$ cat config.mk
export PLATFORM = sky130hd
export DESIGN_NAME = pc_fetch_unit
export DESIGN_NICKNAME = d
export VERILOG_FILES = /design/src/rtl/pc_fetch_unit_pkg.sv /design/src/rtl/pc_next_calc.sv /design/src/rtl/pc_fetch_unit.sv
export SDC_FILE = /design/constraint.sdc
export NUM_CORES = 1
export LEC_CHECK = 0
export BUFFER_PORTS_ARGS = -buffer_cell sky130_fd_sc_hd__buf_4
export CELL_PAD_IN_SITES_DETAIL_PLACEMENT = 1
export CELL_PAD_IN_SITES_GLOBAL_PLACEMENT = 1
export CORE_ASPECT_RATIO = 1.5
export CORE_MARGIN = 2
export CORE_UTILIZATION = 42
export DETAILED_ROUTE_END_ITERATION = 8
export GPL_ROUTABILITY_DRIVEN = 0
export PLACE_DENSITY = 0.89
export SETUP_SLACK_MARGIN = 0.1
export SYNTH_ARGS = -nofsm -noshare
export SYNTH_HDL_FRONTEND = slang
export SYNTH_SLANG_ARGS = --single-unit
$ cat constraint.sdc
create_clock -name clk -period 3.9 [get_ports clk]
set_input_delay 0.78 -clock clk [delete_from_list [all_inputs] [get_ports clk]]
set_output_delay 0.78 -clock clk [all_outputs]
set_load 0.1 [all_outputs]
$ cat src/rtl/pc_fetch_unit_pkg.sv
// pc_fetch_unit_pkg -- shared CPU package for the fetch front end.
// Holds the fetch FSM state encoding and the PC / IMEM address widths.
package pc_fetch_unit_pkg;

  localparam int PC_W    = 16;
  localparam int IMEM_AW = 8;
  localparam int INSN_W  = 16;

  typedef enum logic [2:0] {
    ST_IDLE  = 3'd0,
    ST_REQ   = 3'd1,
    ST_WAIT  = 3'd2,
    ST_ISSUE = 3'd3,
    ST_STEP  = 3'd4,
    ST_HALT  = 3'd5
  } fetch_state_e;

  // Busy covers the whole fetch/execute loop.
  function automatic logic is_busy(input fetch_state_e s);
    return (s == ST_REQ) || (s == ST_WAIT) || (s == ST_ISSUE) || (s == ST_STEP);
  endfunction

endpackage

$ cat src/rtl/pc_next_calc.sv
// pc_next_calc -- combinational next-PC.
// Ports:
//   pc           current PC
//   pc_ext       two's-complement offset (jum=0) or absolute target (jum=1)
//   pc_inc0_jum1 0 = pc + pc_ext, 1 = pc_ext
//   pc_nxt       next PC, modulo 2^16
module pc_next_calc
  import pc_fetch_unit_pkg::*;
(
  input  logic [PC_W-1:0] pc,
  input  logic [PC_W-1:0] pc_ext,
  input  logic            pc_inc0_jum1,
  output logic [PC_W-1:0] pc_nxt
);

  // Adding the offset at full width gives natural 16-bit wrap for
  // both forward increments and backward (negative) branches.
  assign pc_nxt = pc_inc0_jum1 ? pc_ext : PC_W'(pc + pc_ext);

endmodule

$ cat src/rtl/pc_fetch_unit.sv
// pc_fetch_unit -- PC register and instruction fetch sequencer.
// Loop: IDLE -> REQ -> WAIT -> ISSUE -> STEP -> (REQ | HALT).
// Ports:
//   clk, rst_n          clock, async active-low reset
//   start               level, begins a run from IDLE
//   pc_en, pc_inc0_jum1, pc_ext, done   decoder controls sampled at end of STEP
//   imem_req/addr/rdata/rvalid          instruction memory read
//   instruction         fetched word, stable from ISSUE through STEP
//   pc_addr             current PC
//   step                one-cycle execute strobe
//   halted, busy        status
// Optional: define PC_FETCH_ICOUNT_EN to add icount[15:0], the number of
// non-halting STEPs retired (wrapping).
module pc_fetch_unit
  import pc_fetch_unit_pkg::*;
(
  input  logic               clk,
  input  logic               rst_n,
  input  logic               start,
  input  logic               pc_en,
  input  logic               pc_inc0_jum1,
  input  logic [PC_W-1:0]    pc_ext,
  input  logic               done,
  output logic               imem_req,
  output logic [IMEM_AW-1:0] imem_addr,
  input  logic [INSN_W-1:0]  imem_rdata,
  input  logic               imem_rvalid,
  output logic [INSN_W-1:0]  instruction,
  output logic [PC_W-1:0]    pc_addr,
  output logic               step,
  output logic               halted,
  output logic               busy
`ifdef PC_FETCH_ICOUNT_EN
  ,
  output logic [15:0]        icount
`endif
);

  fetch_state_e    state;
  logic [PC_W-1:0] pc_nxt;
  logic [PC_W-1:0] pc_tgt;

  pc_next_calc u_pc_next_calc (
    .pc           (pc_addr),
    .pc_ext       (pc_ext),
    .pc_inc0_jum1 (pc_inc0_jum1),
    .pc_nxt       (pc_nxt)
  );

  // With pc_en low the same address is simply refetched.
  assign pc_tgt = pc_en ? pc_nxt : pc_addr;

  // All outputs are registered and updated on the transition into the
  // state that owns them, so imem_req / step are clean one-cycle pulses.
  always_ff @(posedge clk or negedge rst_n) begin
    if (!rst_n) begin
      state       <= ST_IDLE;
      pc_addr     <= '0;
      instruction <= '0;
      imem_req    <= 1'b0;
      imem_addr   <= '0;
      step        <= 1'b0;
      halted      <= 1'b0;
      busy        <= 1'b0;
`ifdef PC_FETCH_ICOUNT_EN
      icount      <= '0;
`endif
    end else begin
      case (state)
        ST_IDLE: begin
          if (start) begin
            state     <= ST_REQ;
            imem_req  <= 1'b1;
            imem_addr <= pc_addr[IMEM_AW-1:0];
            busy      <= 1'b1;
          end
        end
        ST_REQ: begin
          state    <= ST_WAIT;
          imem_req <= 1'b0;
        end
        ST_WAIT: begin
          // rvalid is only honoured here; stray beats elsewhere are dropped.
          if (imem_rvalid) begin
            instruction <= imem_rdata;
            state       <= ST_ISSUE;
          end
        end
        ST_ISSUE: begin
          // One settle cycle so the decoder's registered copy is valid.
          state <= ST_STEP;
          step  <= 1'b1;
        end
        ST_STEP: begin
          step <= 1'b0;
          if (done) begin
            state  <= ST_HALT;
            halted <= 1'b1;
            busy   <= 1'b0;
          end else begin
            state     <= ST_REQ;
            pc_addr   <= pc_tgt;
            imem_req  <= 1'b1;
            imem_addr <= pc_tgt[IMEM_AW-1:0];
`ifdef PC_FETCH_ICOUNT_EN
            icount    <= icount + 16'd1;
`endif
          end
        end
        ST_HALT: begin
          // Sticky until reset.
          halted <= 1'b1;
        end
        default: begin
          state    <= ST_IDLE;
          imem_req <= 1'b0;
          step     <= 1'b0;
          busy     <= 1'b0;
        end
      endcase
    end
  end

endmodule

Word-level counts from Yosys, hierarchy flattened
Cells that the tools add are included.

cells by class
  $add $sub $neg = 1
  equal/unequal tests = 9
  muxes and demuxes = 17
  bitwise logic cells = 4
  reductions and logical operators = 14

operators by type and width
  operator              number
  $mux W8               3
  $pmux W3 S6           1
  $add A16 B16 Y16      1
  $mux W16              1
  $pmux W8 S2           1
  $reduce_and A3 Y1     5
  $mux W3               3
  $ne A2 B2 Y1 const B  4
  $reduce_or A4 Y1      2
  $eq A3 B2 Y1 const B  2
  $eq A3 B3 Y1 const B  2
  $pmux W1 S3           2
  $reduce_and A2 Y1     3
  $mux W1               4
  $not A1 Y1            4
  $pmux W1 S2           2
  $reduce_bool A2 Y1    2
  $eq A3 B1 Y1 const B  1
  $logic_not A3 Y1      1
  $reduce_or A3 Y1      1

word-level totals
  register bits = 47
  bits of input ports = 39
  output and inout bits = 44
  word-level logic and storage cells = 54

Depth between registers and ports, before layout
  word-level depth = 5
  gate-level depth with buffers = 8
  depth with buffers taken out = 8

Hierarchy
A second synthesis with hierarchy kept.

second synthesis, totals
  cell total of the unflattened synthesis = 261
  area total of the unflattened synthesis = 2949.1 um^2

by module, submodules not included
  module         times used  cells an instance  area an instance (um^2)  seq. area each (um^2)
  pc_fetch_unit  1           132                2040.7                   1176.1
  pc_next_calc   1           129                908.4                    0.0

Worst setup path after synthesis
OpenSTA, ideal clock, no wires.

  kind = register to register
  start = reg pc_addr[0]
  end = reg pc_addr[12]
  setup time = 126 ps
  data arrival time = 2636 ps
  required time = 3774 ps
  path slack = 1139 ps
  cell stages (with the launch flop) = 9
  buffers on the path = 0
  clock period less this slack = 2761 ps
  path through = dfrtp_1 > ha_1 > fa_1 > a211oi_2 > nor3_2 > o221ai_2 > and3_4 > o31ai_1 > mux2_2

on the way
  longest elaborated chain between the ends = 2

RTL lines
  element                   line                  source
  start: declaration        pc_fetch_unit.sv:29   output logic [PC_W-1:0] pc_addr,
  start signal: assignment  pc_fetch_unit.sv:102  pc_addr <= pc_tgt;
  $add A16 B16 Y16          pc_next_calc.sv:18    assign pc_nxt = pc_inc0_jum1 ? pc_ext : PC_W'(pc + pc_ext);
  $mux W16                  pc_next_calc.sv:18

Every way passes these cells.
A chain may end at the register's enable or synchronous reset.

Worst setup path after layout
  start = in pc_ext[0]
  end = reg pc_addr[12]

on the way
  longest elaborated chain between the ends = 2

RTL lines
  element             line                 source
  start: declaration  pc_fetch_unit.sv:22  input logic [PC_W-1:0] pc_ext,
  $add A16 B16 Y16    pc_next_calc.sv:18
  $mux W16            pc_next_calc.sv:18

Every way passes these cells.

==> metrics.yaml <==
cts:
  insertion_delay_ns: 0.31
  cts_resized: 0
  cts_setup_buffers: 0
  numCtsBuffers: 5
  path_clk_slew_ns: 0.09
  holdBufCountCts: 0
  cts_root_buf: "clkbuf_8"
  clock_path_buffers: 2
  cts_tree: "built"
  clock_sinks: 47
  cts-htree-levels: 2
global_routing:
  antenna_found_initial: 0
  track_usage_pct: 22.2
  overflow: 0
  grt_pass1_vias: 2825
  grt_max_degree: 48
  grt_pass1_wl_mm: 13.3
drt:
  num_vias: 2590
  wl_mm: 7.97
  postRouteAntennaNets: 0
  vias_per_cell: 5.81
  routedWlPerCell_um: 17.9
  first_iter_violations: 81
  drc: 0
  firstDrtPassIters: 4
logic_synthesis:
  synth.avg_cell_area_um2: 9.85
  ys_seq_elements: 47
  syn-cell-area_um2: 2860
  synth_edf_count: 0
  yosysWarnings: 0
  syn_nets: 345
  synth-main-ff-cell: "dfrtp_1"
  netlist_instances: 290
  synth_cell_types: 53
  ys_async_sr_fraction_pct: 100
  synth_seq_area_share_pct: 41.2
sta:
  fin_crit_sh_pct: 66.3
  max_slew_margin_pct: 53.9
  tightest_slew_ns: 0.692
  hold_violations: 0
  report.final.slew_viol_count: 0
  setup_viol: 0
  fin_tns_setup_ns: 0
  rsz0062_at_grt: "no"
  finalCriticalPeriod_ns: 2.58
  finClkSkew_ns: 0.00317
  fmax_mhz: 387
critical_path:
  crit_arrival_ns: 2.79
  criticalPathCategory: "input pin to flip-flop"
  end_kind: "flip-flop"
  r2r_start: "pc_addr[0]$_DFFE_PN0P_"
  cp-start-kind: "input pin"
  required_ns: 4.10
  path_max_fanout: 3
  crit_start: "pc_ext[0]"
placed_design:
  dp_cells: 438
  dp_hpwl_mm: 6.17
  postPlaceCellArea_um2: 3530
  portBuffers: 82
final_layout:
  finalNonFillerCells: 446
  n_antenna_cell: 0
  final_area_um2: 3620
  drive_above_1_share_pct: 33.5
  area_growth_pct: 26.7
  final_nets: 424
  register_area_um2: 1180
  fillers: 742
  utilization_pct: 55.4
  multi_input_area_um2: 1610
die:
  die_w_um: 71.3
  ios: 83
  fp-row-count: 36
  die-area_um2: 7490
  dieHeight_um: 105
  start_util_pct: 43.7
  core_area_um2: 6530
min_path:
  min-delay-path-class: "input pin to async pin"
status:
  outcome: "completed"
job:
  drv_cap: 0
worst max-delay path, stage by stage:
cell and delay, ns:
buf_4 0.11, ha_1 0.24, fa_1 0.47, a211oi_2 0.34, nor3_2 0.11, o221ai_2 0.18, and3_4 0.20, o31ai_1 0.06
mux2_2 0.28
placed cells by master, fill, tap and decap left out, types with 3 or more instances in the layout:
cell / synthesis / routed
clkbuf_8: 0 / 5
a21o_1: 4 / 4
ha_1: 15 / 15
a211oi_1: 5 / 5
nor3_1: 7 / 7
o21ai_0: 18 / 18
o21a_1: 4 / 4
mux2_2: 17 / 17
and3_1: 4 / 4
nor3b_1: 7 / 7
o31ai_1: 4 / 4
o22ai_1: 3 / 3
buf_4: 0 / 84
a21oi_1: 22 / 22
mux2i_1: 10 / 10
o21ai_1: 5 / 5
a211oi_2: 3 / 3
xor2_1: 4 / 4
nand2_1: 31 / 31
inv_1: 4 / 4
o21bai_1: 4 / 4
dfrtp_1: 47 / 47
nor2_1: 14 / 14
nand3_1: 11 / 11
layout make-up:
class / instances / area share, %
Multi-Input combinational cell: 227 / 44.5
Sequential cell: 47 / 32.5
Timing Repair Buffer: 84 / 17.4
Tap cell: 76 / 2.63
Clock buffer: 5 / 1.90
Clock inverter: 3 / 0.622
Inverter: 4 / 0.415
cell usage after synthesis, types with 5 or more instances:
cell / n / area [µm²]
dfrtp_1: 47 / 1180
nand2_1: 31 / 116
a21oi_1: 22 / 110
o21ai_0: 18 / 90.1
mux2_2: 17 / 191
ha_1: 15 / 188
nor2_1: 14 / 52.6
nand3_1: 11 / 55.1
mux2i_1: 10 / 100
buf_2: 7 / 35.0
nor3_1: 7 / 35.0
nor3b_1: 7 / 52.6
a211oi_1: 5 / 37.5
clkbuf_1: 5 / 18.8
o21ai_1: 5 / 25.0
registers in the layout, summed over array words and instances (netlist names):
name         count
instruction     16
pc_addr         16
imem_addr        8
state            3
busy             1
halted           1
imem_req         1
step             1
layer usage:
layer  vias up  GRT usage (%)  share of wire [%]
li1       1229              -                  -
met1      1279           22.6                 36
met2        73           42.3                 56
met3         9           6.36                6.0
met4         0           6.47                1.7
met5         -              0                  0
final timing paths:
kind	end	slack, ns	cells after the start
worst min register to register	imem_addr[3]$_DFFE_PN0P_	0.51	2
worst max register to register	pc_addr[12]$_DFFE_PN0P_	1.47	8
min in group clk	imem_addr[3]$_DFFE_PN0P_	0.51	2
worst min-delay path	pc_addr[6]$_DFFE_PN0P_	0.47	1
worst max-delay path	pc_addr[12]$_DFFE_PN0P_	1.32	9
max in group asynchronous	pc_addr[12]$_DFFE_PN0P_	3.02	1
stage by stage:
stage / setup WS [ns] / hold WS [ns]
5_1_grt: 1.23 / 0.515
4_1_cts: 1.32 / 0.491
3_5_place_dp: 1.01 / 0.490
3_3_place_gp: 1.06 / 0.460
2_1_floorplan: 1.14 / 0.484
6_report: 1.32 / 0.469
kinds of logic after synthesis:
kind of cell	after synthesis	synth area share, %
flops	47	41.2
simple gates	88	15.5
fa+ha+maj	16	7.27
buf+inv	16	2.41
compound gates	89	21.0
mux	29	11.1
xor+xnor	5	1.53
Power is left out: the tool's default activity adds up to more than one toggle a clock period on the data nets, which glitch-free logic cannot reach.
